$ cat src/rtl/master_control_if.sv
// Board-level link between the chip2chip master and the slave control:
// request/valid/data go out from the master, ack comes back from the slave.
interface master_control_if #(
  parameter int DATA_W = 3
);
  logic              request;
  logic              valid;
  logic [DATA_W-1:0] data_out;
  logic              ack;

  modport master (output request, output valid, output data_out, input ack);
  modport slave  (input request, input valid, input data_out, output ack);
endinterface

$ cat src/rtl/master_control.sv
// Chip2chip master control: on a send pulse, raises request/valid/data to the
// slave, waits for its ack, holds valid for VALID_HOLD cycles, then releases.
module master_control #(
  parameter int DATA_W        = 3,
  parameter int NOTICE_CYCLES = 100_000_000,
  parameter int VALID_HOLD    = 4,
  parameter int ACK_TIMEOUT   = 300_000_000
) (
  input  logic              clk,
  input  logic              rst_n,
  input  logic              send,
  input  logic [DATA_W-1:0] data_sw,
  master_control_if.master  link,
  output logic              notice,
  output logic              busy,
  output logic              timeout_err
);

  localparam int TMR_W = $clog2(ACK_TIMEOUT) + 1;
  localparam int NOT_W = $clog2(NOTICE_CYCLES) + 1;
  localparam int HLD_W = $clog2(VALID_HOLD) + 1;

  typedef enum logic [1:0] {IDLE, REQ, ACKED, RELEASE} state_t;

  state_t            state_q, state_d;
  logic              ack_m, ack_s;
  logic [TMR_W-1:0]  timer;
  logic [HLD_W-1:0]  hold;
  logic [NOT_W-1:0]  notice_cnt, notice_cnt_d;
  logic [DATA_W-1:0] data_lat, data_d;
  logic              start, abort, req_d, valid_d;

  // ack crosses from the other chip
  always_ff @(posedge clk or negedge rst_n) begin
    if (!rst_n) begin
      ack_m <= 1'b0;
      ack_s <= 1'b0;
    end else begin
      ack_m <= link.ack;
      ack_s <= ack_m;
    end
  end

  always_comb begin
    state_d = state_q;
    start   = 1'b0;
    abort   = 1'b0;
    case (state_q)
      IDLE: if (send) begin
        start   = 1'b1;
        state_d = REQ;
      end
      REQ: begin
        if (ack_s) begin
          state_d = ACKED;
        end else if (timer == TMR_W'(ACK_TIMEOUT - 1)) begin
          state_d = IDLE;
          abort   = 1'b1;
        end
      end
      ACKED:   if (hold == HLD_W'(VALID_HOLD - 1)) state_d = RELEASE;
      RELEASE: if (!ack_s) state_d = IDLE;
      default: state_d = IDLE;
    endcase

    // Outputs are decoded from the next state so they change on the transition edge.
    req_d   = (state_d == REQ);
    valid_d = (state_d == REQ) || (state_d == ACKED);
    data_d  = valid_d ? (start ? data_sw : data_lat) : '0;

    notice_cnt_d = notice_cnt;
    if (state_q == REQ && state_d == ACKED) begin
      notice_cnt_d = NOT_W'(NOTICE_CYCLES);
    end else if (notice_cnt != '0) begin
      notice_cnt_d = notice_cnt - 1'b1;
    end
  end

  always_ff @(posedge clk or negedge rst_n) begin
    if (!rst_n) begin
      state_q       <= IDLE;
      timer         <= '0;
      hold          <= '0;
      notice_cnt    <= '0;
      data_lat      <= '0;
      link.request  <= 1'b0;
      link.valid    <= 1'b0;
      link.data_out <= '0;
      notice        <= 1'b0;
      busy          <= 1'b0;
      timeout_err   <= 1'b0;
    end else begin
      state_q       <= state_d;
      link.request  <= req_d;
      link.valid    <= valid_d;
      link.data_out <= data_d;
      notice_cnt    <= notice_cnt_d;
      notice        <= (notice_cnt_d != '0);
      busy          <= (state_d != IDLE);

      if (start) data_lat <= data_sw;

      if (start)      timeout_err <= 1'b0;
      else if (abort) timeout_err <= 1'b1;

      // Held at zero outside REQ, so it is cleared on entry; saturates at all-ones.
      if (state_q != REQ)  timer <= '0;
      else if (timer != '1) timer <= timer + 1'b1;

      if (state_q != ACKED) hold <= '0;
      else if (hold != '1)  hold <= hold + 1'b1;
    end
  end

endmodule

$ cat src/flat_wrapper.sv
// flat-port wrapper written by rule: the top's interface ports become plain ports
module master_control_flat 
#(
  parameter int DATA_W        = 3,
  parameter int NOTICE_CYCLES = 100_000_000,
  parameter int VALID_HOLD    = 4,
  parameter int ACK_TIMEOUT   = 300_000_000
)
  (clk, rst_n, send, data_sw, notice, busy, timeout_err, link_request, link_valid, link_data_out, link_ack);
  master_control_if #(.DATA_W(DATA_W)) link_i ();
  input  logic clk;
  input  logic rst_n;
  input  logic send;
  input  logic [DATA_W-1:0] data_sw;
  output logic notice;
  output logic busy;
  output logic timeout_err;
  output wire logic [$bits(link_i.request)-1:0] link_request;
  output wire logic [$bits(link_i.valid)-1:0] link_valid;
  output wire logic [$bits(link_i.data_out)-1:0] link_data_out;
  input wire logic [$bits(link_i.ack)-1:0] link_ack;
  assign link_request = link_i.request;
  assign link_valid = link_i.valid;
  assign link_data_out = link_i.data_out;
  assign link_i.ack = link_ack;
  master_control #(.DATA_W(DATA_W), .NOTICE_CYCLES(NOTICE_CYCLES), .VALID_HOLD(VALID_HOLD), .ACK_TIMEOUT(ACK_TIMEOUT)) u_core (.clk(clk), .rst_n(rst_n), .send(send), .data_sw(data_sw), .link(link_i), .notice(notice), .busy(busy), .timeout_err(timeout_err));
endmodule
$ cat config.mk
export PLATFORM = sky130hd
export DESIGN_NAME = master_control_flat
export DESIGN_NICKNAME = d
export VERILOG_FILES = /design/src/rtl/master_control_if.sv /design/src/rtl/master_control.sv /design/src/flat_wrapper.sv
export SDC_FILE = /design/constraint.sdc
export NUM_CORES = 1
export LEC_CHECK = 0
export BUFFER_PORTS_ARGS = -buffer_cell sky130_fd_sc_hd__buf_2
export CORE_MARGIN = 5
export CORE_UTILIZATION = 45
export DETAILED_ROUTE_END_ITERATION = 8
export GPL_TIMING_DRIVEN = 0
export PLACE_DENSITY = 0.67
export SYNTH_ARGS = -nofsm -noshare
export SYNTH_HDL_FRONTEND = slang
export SYNTH_SLANG_ARGS = --single-unit
$ cat constraint.sdc
create_clock -name clk -period 7.2 [get_ports clk]
set_clock_uncertainty 0.15 [all_clocks]
set_input_delay 0.36 -clock clk [delete_from_list [all_inputs] [get_ports clk]]
set_output_delay 0.36 -clock clk [all_outputs]
set_load 0.005 [all_outputs]
==> flow_metrics.py, run 1 <==
metrics = {
    "outcome": {
        "status": "completed",
    },
    "clock_tree": {
        "worstSkewPairLatency_ns": 0.36,
        "clock_tree.root_cell": "clkbuf_8",
        "h-tree-depth": 3,
        "ctsResizeCount": 0,
        "cts_buffers": 9,
        "cts_buffer_depth": 2,
        "tritoncts": "yes",
        "clk_pin_slew_ns": 0.09,
        "cts_setup_buffers": 0,
        "postCtsHoldBufs": 2,
        "cts_sinks": 76,
    },
    "synth": {
        "synth_top_family_by_area": "simple AND/OR/NAND/NOR gates",
        "synthMuxAreaShare_pct": 1.339,
        "synth_adder_area_share_pct": 2.802,
        "ys.flop_type": "dfrtp_1",
        "synth-xor-area-share_pct": 8.717,
        "synth_area_um2": 4019,
        "ys_types": 49,
        "syn_inst": 427,
        "synth_compound_area_share_pct": 7.036,
        "syn_avg_cell_area_um2": 9.412,
        "yosys.area_share.simple_pct": 29.79,
        "syn_nets": 443,
        "synthArstFlopShare_pct": 100.0,
        "synth-edff-count": 0,
        "synth_seq_cells": 76,
        "yosysWarnings": 0,
        "synth_seq_area_share_pct": 47.32,
    },
    "global_routing": {
        "grt-ovfl-total": 0,
        "met1_usage_pct": 23.52,
        "use_met2_pct": 27.47,
        "grt_usage_pct": 17.44,
        "antenna_found_initial": 0,
        "grt_pass1_wl_um": 15680,
        "grt_pass1_vias": 3264,
        "busiest_layer": "met2",
        "grt_max_degree": 56,
        "met3_usage_pct": 4.531,
    },
    "placed_design": {
        "place.detailed.hpwl_um": 6344,
        "port_buffers": 14,
        "gp_congestion": 0.8465,
        "placed_cells": 550,
    },
    "routing": {
        "drcViolationCount": 0,
        "routed_wl_um": 9010,
        "first_iter_violations": 147,
        "drt-pass1-iter-count": 5,
        "vias": 3223,
        "wl_per_cell_um": 15.86,
        "ant_nets": 0,
        "vias_per_cell": 5.674,
    },
    "sta": {
        "fin_crit_ns": 3.847,
        "slew_headroom_pct": 35.77,
        "drv_slew": 0,
        "rsz0062_at_grt": "no",
        "fmax_mhz": 259.9,
        "tightest_slew_ns": 0.9552,
        "setup_viol": 0,
        "hold_viol_final": 0,
        "tns_ns": 0,
        "fin_crit_sh_pct": 53.43,
    },
    "finish": {
        "antenna-diode-count": 0,
        "fin_nets": 471,
        "drive_above_1_share_pct": 10.87,
        "mostFrequentLayoutCells": "dfrtp_1, nor2_1, nand2_1, xnor2_1, nand3_1",
        "fin_cells": 568,
        "multiInputGateArea_um2": 1997,
        "final_common_cell": "dfrtp_1",
        "fillers": 775,
        "area_growth_pct": 12.73,
        "seq_area_um2": 1902,
    },
    "hold_path": {
        "hold_end": "u_core.data_lat[1]",
        "holdCritPathClass": "in2reg",
        "hold_depth": 2,
        "min_from": "data_sw[1]",
    },
    "power_and_ir_drop": {
        "ir_drop_uv": 210.4,
        "p_per_area_nw_per_um2": 296.5,
        "cellLeakagePower_uw": 0.001733,
    },
    "die": {
        "start_util_pct": 46.08,
        "boundaryPins": 15,
        "die_h_um": 104.5,
        "die_area_um2": 10920,
        "core_um2": 8721,
        "fp.dieW_um": 104.5,
        "rows": 34,
    },
    "critical_path": {
        "arrival_ns": 3.91,
        "reg2reg_to": "u_core.notice",
        "start_kind": "register",
        "cp_data_required_time_ns": 7.26,
        "critPathCaptureType": "register",
        "path_class": "reg2reg",
        "crit_fanout": 10,
        "r2r-start": "u_core.notice_cnt[18]",
        "rrSetupSlack_ns": 3.35,
        "worst_r2r_path_depth": 9,
    },
    "flow_run": {
        "cap_violations": 0,
    },
}
-- metrics by stage --
stage	setup slack, ns	hold WS (ns)	total power (uW)	utilization (%)	instance area, um^2
finish	3.353	0.09083	1343	51.95	4531
global route	3.189	0.06867	1435	51.95	4531
CTS	3.346	0.07701	1358	51.95	4531
detailed placement	3.418	0.1344	937.5	48.78	4254
global placement	3.400	0.1892	925.4	48.44	4224
floorplan	3.857	-0.08559	814.2	-	4019
-- final cells by class --
type / count / area share (%)
repair buffers: 17 / 2.651
multi-input cells: 324 / 44.08
well taps: 108 / 2.983
clock inverters: 6 / 2.624
inverters: 10 / 0.8285
flip-flops and latches: 76 / 41.98
plain buffers: 17 / 1.823
clock buffers: 10 / 3.038
-- state kept, by name (all words and copies together), names as in the netlist, 2 cells and up --
signal,count
u_core.hold,3
u_core.data_lat,3
u_core.link.data_out,3
u_core.timer,30
u_core.notice_cnt,28
u_core.state_q,2
-- synth_stat cells, drive strengths merged (2+ instances only) --
cell / count / area (um^2)
xnor2: 25 / 219.0
xor2: 15 / 131.4
nor2: 59 / 221.5
nor4b: 3 / 26.28
and2: 8 / 50.05
o21ai: 12 / 60.06
nor4: 19 / 125.1
mux2: 3 / 33.78
a21oi: 15 / 75.07
and3: 3 / 18.77
nor3: 21 / 110.1
o21a: 2 / 15.01
nand3: 23 / 115.1
mux2i: 2 / 20.02
dfrtp: 76 / 1902
clkbuf: 13 / 48.80
nor2b: 2 / 12.51
or4: 11 / 92.59
a211oi: 2 / 15.01
or3: 21 / 131.4
o31ai: 5 / 37.54
inv: 10 / 37.54
nand2: 31 / 118.9
a2111oi: 2 / 17.52
nand2b: 4 / 25.02
nand4: 9 / 56.30
buf: 3 / 23.77
and4: 6 / 56.31
ha: 9 / 112.6
or2: 2 / 12.51
-- cell families (layout without fill, tap and decap cells) --
| logic type | count (synthesis) | after routing |
|---|---|---|
| fa+ha+maj | 9 | 9 |
| buf+inv | 27 | 60 |
| mux | 5 | 5 |
| flops | 76 | 76 |
| compound gates | 45 | 45 |
| xor+xnor | 40 | 40 |
| simple gates | 225 | 225 |
-- worst max-delay path, stage by stage (launching register included) --
cell	delay (ns)
dfrtp_1	0.46
or4_4	0.57
or4_1	0.57
buf_2	0.18
nor3_2	0.47
clkbuf_1	0.46
nor3_1	0.14
xor2_1	0.19
nor4_2	0.35
nand4_1	0.14
-- layer usage --
layer,share of wire [%],up-vias
li1,-,1572
met1,47,1570
met2,47,70
met3,4.7,11
met4,1.4,0
met5,0,-
-- power breakdown --
part | total [uW] | switching [uW] | internal [uW] | leakage, uW
combinational | 366 | 222 | 144 | 0.000649
clock | 414 | 170 | 244 | 0.000129
sequential | 564 | 61.0 | 503 | 0.000955
total | 1340 | 453 | 890 | 0.00173
-- how the worst max path moves through the flow --
| stage | from | to | slack, ns | cells past startpoint |
|---|---|---|---|---|
| final | u_core.notice_cnt[18] | u_core.notice | 3.35 | 9 |
| after global routing | u_core.timer[0] | u_core.notice | 3.19 | 15 |
| after CTS | u_core.notice_cnt[18] | u_core.notice | 3.35 | 9 |
| after detailed placement | u_core.notice_cnt[18] | u_core.notice | 3.42 | 9 |
| after global placement | u_core.notice_cnt[18] | u_core.notice | 3.40 | 9 |
| after floorplan | u_core.notice_cnt[18] | u_core.notice | 3.86 | 9 |
(Power assumes the default switching activity.)
==> inputs of run 2 (changes only) <==
==> constraint.sdc (replaced) <==
create_clock -name clk -period 3.6 [get_ports clk]
set_clock_uncertainty 0.15 [all_clocks]
set_input_delay 0.18 -clock clk [delete_from_list [all_inputs] [get_ports clk]]
set_output_delay 0.18 -clock clk [all_outputs]
set_load 0.005 [all_outputs]
==> run 2 against run 1 <==
Clock power up 100%. Routed wire length up 2.3%. Count of clock-buffer cells in the layout unchanged. Critical endpoint unchanged. Critical path depth down 1.
==> flow_metrics.py, run 2 (synthesis gave the netlist of run 1 again) <==
metrics = {
    "routing": {
        "routed_wl_um": 9218,
        "wl_met3_um": 406,
        "drcViolationCount": 0,
        "wl_per_cell_um": 15.95,
        "route.met2.wl_um": 4351,
        "drt-pass1-iter-count": 4,
        "vias_per_cell": 5.682,
        "top_layer": "met4",
        "first_iter_violations": 153,
        "met1Wirelength_um": 4338,
        "ant_nets": 0,
        "vias": 3284,
    },
    "global_routing": {
        "grt_usage_pct": 17.62,
        "grt_max_degree": 56,
        "grt_pass1_vias": 3308,
        "antenna_found_initial": 0,
        "grt-ovfl-total": 0,
        "grt_pass1_wl_um": 15850,
    },
    "power_and_ir_drop": {
        "p_per_area_nw_per_um2": 579.4,
        "power_uw": 2714,
        "cellLeakagePower_uw": 0.001826,
        "ir_drop_uv": 454.1,
    },
    "critical_path": {
        "path_delay_family": "simple AND/OR/NAND/NOR gates",
        "cp_slowest_cell": "or4_4",
        "crit_buf_inv": 1,
        "path_class": "reg2reg",
        "arrival_ns": 3.60,
        "crit_chain": "or4_4, or4_4, or3_1, buf_6, or3_1, a2111o_1, nor4_4, nand4_1",
        "crit_fanout": 10,
        "start_kind": "register",
        "rrSetupSlack_ns": 0.06,
        "critPathCaptureType": "register",
        "worst_r2r_path_depth": 8,
        "cp_data_required_time_ns": 3.66,
        "cp_slowest_stage_delay_ns": 0.59,
        "path_depth": 8,
    },
    "clock_tree": {
        "h-tree-depth": 3,
        "worstSkewPairLatency_ns": 0.36,
        "cts_buffer_depth": 2,
        "cts_buffers": 9,
        "clock_tree.root_cell": "clkbuf_8",
        "clk_pin_slew_ns": 0.09,
        "tritoncts": "yes",
        "cts_sinks": 76,
    },
    "finish": {
        "top_regs": "u_core.timer x30, u_core.notice_cnt x28",
        "antenna-diode-count": 0,
        "regMostFlops": "u_core.timer",
        "drive_above_1_share_pct": 14.68,
        "fillers": 763,
        "largest_reg_flops": 30,
        "mostFrequentLayoutCells": "dfrtp_1, nor2_1, nand2_1, xnor2_1",
        "final_util_pct": 53.72,
        "area_growth_pct": 16.56,
        "final_common_cell": "dfrtp_1",
        "fin_cells": 578,
        "fin_nets": 481,
    },
    "placed_design": {
        "place.detailed.hpwl_um": 6344,
        "placed_cells": 550,
        "gp_congestion": 0.8465,
        "port_buffers": 14,
    },
    "flow_run": {
        "cap_violations": 0,
    },
    "die": {
        "die_h_um": 104.5,
        "boundaryPins": 15,
        "start_util_pct": 46.08,
        "fp.dieW_um": 104.5,
        "core_um2": 8721,
        "rows": 34,
        "die_area_um2": 10920,
    },
    "sta": {
        "fin_crit_sh_pct": 98.43,
        "tightest_slew_ns": 0.9838,
        "slew_headroom_pct": 33.85,
        "tns_ns": 0,
        "fin_crit_ns": 3.544,
        "setup_viol": 0,
        "drv_slew": 0,
        "fmax_mhz": 282.2,
        "hold_viol_final": 0,
        "hold-worst-slack_ns": 0.06182,
    },
    "hold_path": {
        "hold_depth": 4,
        "holdCritPathClass": "in2reg",
    },
    "outcome": {
        "status": "completed",
    },
}
==> run 2: worst paths after layout <==
check,from,to
min reg2reg,u_core.ack_m,u_core.ack_s
max,u_core.notice_cnt[22],u_core.notice
max in group asynchronous,rst_n,u_core.notice_cnt[16]
min,send,u_core.timeout_err
max reg2reg,u_core.notice_cnt[22],u_core.notice
min in group asynchronous,rst_n,u_core.notice_cnt[24]
==> run 2: power by group <==
part | switching (uW) | total (uW) | internal, uW
logic | 456 | 758 | 302
clock network | 341 | 829 | 488
registers | 122 | 1130 | 1010
==> run 2: metal layers <==
layer  track usage, %  up-vias
met5                0        -
met4            5.828        0
met3            4.221       11
met2            28.05       71
met1            23.66     1607
li1                 -     1595
==> run 2: repair_timing <==
item                                    in CTS  in global routing
hold endpoints to repair                    80                  0
endpoints found under the setup margin       1                  1
pin swaps                                    2                  6
setup buffers                                3                  5
hold buffers                                 5                  0
resized for setup                            5                 11
==> run 2: layout make-up <==
cell class	count	area [um^2]	area share, %
multi-input cells	324	2062	44.02
flip-flops and latches	76	1904	40.65
repair buffers	28	210.2	4.487
clock buffers	10	137.6	2.938
well taps	108	135.1	2.885
clock inverters	6	118.9	2.537
plain buffers	16	78.83	1.683
inverters	10	37.54	0.8013
==> run 2: metrics by stage <==
step                instance area, um^2  setup WS, ns
finish                             4684       0.05639
global route                       4684     -0.008063
CTS                                4607       0.04366
detailed placement                 4254       -0.1825
global placement                   4224       -0.1998
floorplan                          4019        0.2570
==> run 2: worst register-to-register path, stage by stage (launching register included) <==
cell	delay, ns
dfrtp_1	0.39
or4_4	0.57
or4_4	0.59
or3_1	0.34
buf_6	0.15
or3_1	0.30
a2111o_1	0.47
nor4_4	0.28
nand4_1	0.14
==> inputs of run 3 (changes only) <==
--- a/config.mk
+++ b/config.mk
@@ -6,11 +6,13 @@
 export NUM_CORES = 1
 export LEC_CHECK = 0
 export BUFFER_PORTS_ARGS = -buffer_cell sky130_fd_sc_hd__buf_2
+export CELL_PAD_IN_SITES_DETAIL_PLACEMENT = 1
+export CELL_PAD_IN_SITES_GLOBAL_PLACEMENT = 2
 export CORE_MARGIN = 5
-export CORE_UTILIZATION = 45
+export CORE_UTILIZATION = 40
 export DETAILED_ROUTE_END_ITERATION = 8
 export GPL_TIMING_DRIVEN = 0
-export PLACE_DENSITY = 0.67
+export PLACE_DENSITY = 0.86
 export SYNTH_ARGS = -nofsm -noshare
 export SYNTH_HDL_FRONTEND = slang
 export SYNTH_SLANG_ARGS = --single-unit
==> run 3 against run 2 <==
Critical path depth grew 1. Via count grew 1.4%. Sequential share of layout area grew 0.40 points. Utilization shrank 6.3 points. Design area shrank 1.0%. Power shrank 1.6%. Worst hold slack gained 0.0057 ns. Flip-flop and latch count is the same. Critical endpoint unchanged. Non-clock buffer count shrank 4. Global-route usage grew 1.9 points.
==> flow_metrics.py, run 3 (synthesis gave the netlist of run 1 again) <==
metrics = {
    "outcome": {
        "status": "completed",
    },
    "critical_path": {
        "start_kind": "register",
        "crit_fanout": 10,
        "arrival_ns": 3.56,
        "cp_common_cell": "or3_1",
        "cp_slowest_cell": "or4_1",
        "crit_chain": "or4_4, or4_1, buf_2, or3_1, buf_6, or3_1, a2111o_1, nor4_2, nand4_1",
        "cp_data_required_time_ns": 3.66,
        "critPathCaptureType": "register",
        "path_class": "reg2reg",
        "cp_slowest_stage_delay_ns": 0.53,
    },
    "power_and_ir_drop": {
        "cellLeakagePower_uw": 0.001775,
        "clockPowerShare_pct": 28.2,
        "combPwrFrac_pct": 29.1,
        "p_per_area_nw_per_um2": 576.3,
        "ir_drop_uv": 348.6,
        "seq_power_share_pct": 42.8,
        "switching_share_pct": 36.63,
        "p_int_uw": 1693,
        "p_sw_uw": 978.5,
    },
    "finish": {
        "multiInputGateArea_um2": 2051,
        "mostFrequentLayoutCells": "dfrtp_1, nor2_1, nand2_1, xnor2_1",
        "top_regs": "u_core.timer x30, u_core.notice_cnt x28",
        "antenna-diode-count": 0,
        "seq_area_um2": 1903,
        "final_cell_area_um2": 4636,
        "final_common_cell": "dfrtp_1",
        "drive_above_1_share_pct": 13.30,
        "largest_reg_flops": 30,
        "final_util_pct": 47.43,
        "fin_nets": 477,
        "regMostFlops": "u_core.timer",
        "area_growth_pct": 15.35,
        "fillers": 1130,
    },
    "routing": {
        "drcViolationCount": 0,
        "wl_per_cell_um": 18.00,
        "ant_nets": 0,
        "routed_wl_um": 10780,
        "vias": 3329,
        "drt-pass1-iter-count": 4,
        "first_iter_violations": 132,
        "vias_per_cell": 5.558,
    },
    "die": {
        "fp.dieW_um": 110.2,
        "die_h_um": 110.2,
        "start_util_pct": 41.12,
        "die_area_um2": 12150,
        "rows": 36,
        "core_um2": 9774,
        "boundaryPins": 15,
    },
    "placed_design": {
        "place.detailed.hpwl_um": 7543,
        "dp_worst_setup_slack_ns": -0.2927,
        "gp_congestion": 0.8398,
        "port_buffers": 14,
        "postPlaceCellArea_um2": 4285,
    },
    "sta": {
        "hold_viol_final": 0,
        "slew_headroom_pct": 22.78,
        "fin_crit_sh_pct": 97.13,
        "drv_slew": 0,
        "tightest_slew_ns": 1.148,
        "layout_setup_ws_ns": 0.1035,
        "fin_crit_ns": 3.497,
        "setup_viol": 0,
        "rsz0062_at_grt": "yes",
        "hold-worst-slack_ns": 0.06756,
        "fmax_mhz": 286.0,
    },
    "clock_tree": {
        "cts_buffers": 9,
        "clk_pin_slew_ns": 0.09,
        "cts_sinks": 76,
        "clock_tree.root_cell": "clkbuf_8",
        "h-tree-depth": 3,
        "cts_buffer_depth": 2,
        "tritoncts": "yes",
        "worstSkewPairLatency_ns": 0.36,
    },
    "global_routing": {
        "grt_pass1_vias": 3613,
        "grt_usage_pct": 19.53,
        "grt_max_degree": 51,
        "grt_pass1_wl_um": 18370,
        "grt-ovfl-total": 0,
        "antenna_found_initial": 0,
    },
    "flow_run": {
        "cap_violations": 0,
    },
    "hold_path": {
        "holdCritPathClass": "in2reg",
    },
}
## run 3: cell count changes in the layout (fill, tap and decap cells not counted), moves of 2 or more
| cell | delta |
|---|---|
| buf_4 | -5 |
| buf_2 | +2 |
| clkinvlp_4 | +2 |
| nor4_2 | +2 |
| or4_1 | +2 |
| or4_4 | -2 |
## run 3: cell type report
type | count | area share, %
inverters | 10 | 0.8097
clock inverters | 7 | 2.105
repair buffers | 23 | 3.725
clock buffers | 9 | 2.672
well taps | 133 | 3.590
flip-flops and latches | 76 | 41.05
plain buffers | 17 | 1.808
multi-input cells | 324 | 44.24
## run 3: worst paths after layout
check                                 startpoint               endpoint  slack (ns)  depth (start not counted)
max reg2reg                u_core.notice_cnt[16]          u_core.notice        0.10                          9
min reg2reg                         u_core.ack_m           u_core.ack_s        0.21                          0
min in group asynchronous                  rst_n       u_core.timer[23]        0.15                          2
max                        u_core.notice_cnt[16]          u_core.notice        0.10                          9
min                                         send     u_core.timeout_err        0.07                          4
max in group asynchronous                  rst_n  u_core.notice_cnt[18]        2.56                          3
## run 3: timing repair
item | 4_1_cts | 5_1_grt
pin swaps | 0 | 1
setup endpoints to repair | 1 | 4
endpoints found under the hold margin | 80 | 0
gates resized for setup | 6 | 8
hold buffers | 5 | 0
buffers inserted | 2 | 1
## run 3: critical path, delay by kind of cell, from the launching register on
family	cells	cell delay, ns
simple gates	6	1.99
flops	1	0.45
compound gates	1	0.43
buf+inv	2	0.34
## run 3: metal layers
layer,part of all wire (%),up-vias,track usage [%]
met3,2.3,12,4.019
met4,1.1,0,5.189
met1,48,1686,26.68
met5,0,-,0
li1,-,1586,-
met2,49,45,31.67
## run 3: power by group through the flow
stage               combinational (uW)  sequential [uW]  clock (uW)
floorplan                          513             1120           0
global placement                   738             1140           0
detailed placement                 776             1160           0
CTS                                791             1140         771
global route                       881             1170         810
finish                             777             1140         753
## run 3: stage by stage
stage	total power [uW]	cells	TNS, ns
3_5_place_dp	1934	575	-0.2927
4_1_cts	2705	598	0
2_1_floorplan	1628	427	0
5_1_grt	2858	599	-0.02389
3_3_place_gp	1878	574	-0.3153
6_report	2671	599	0
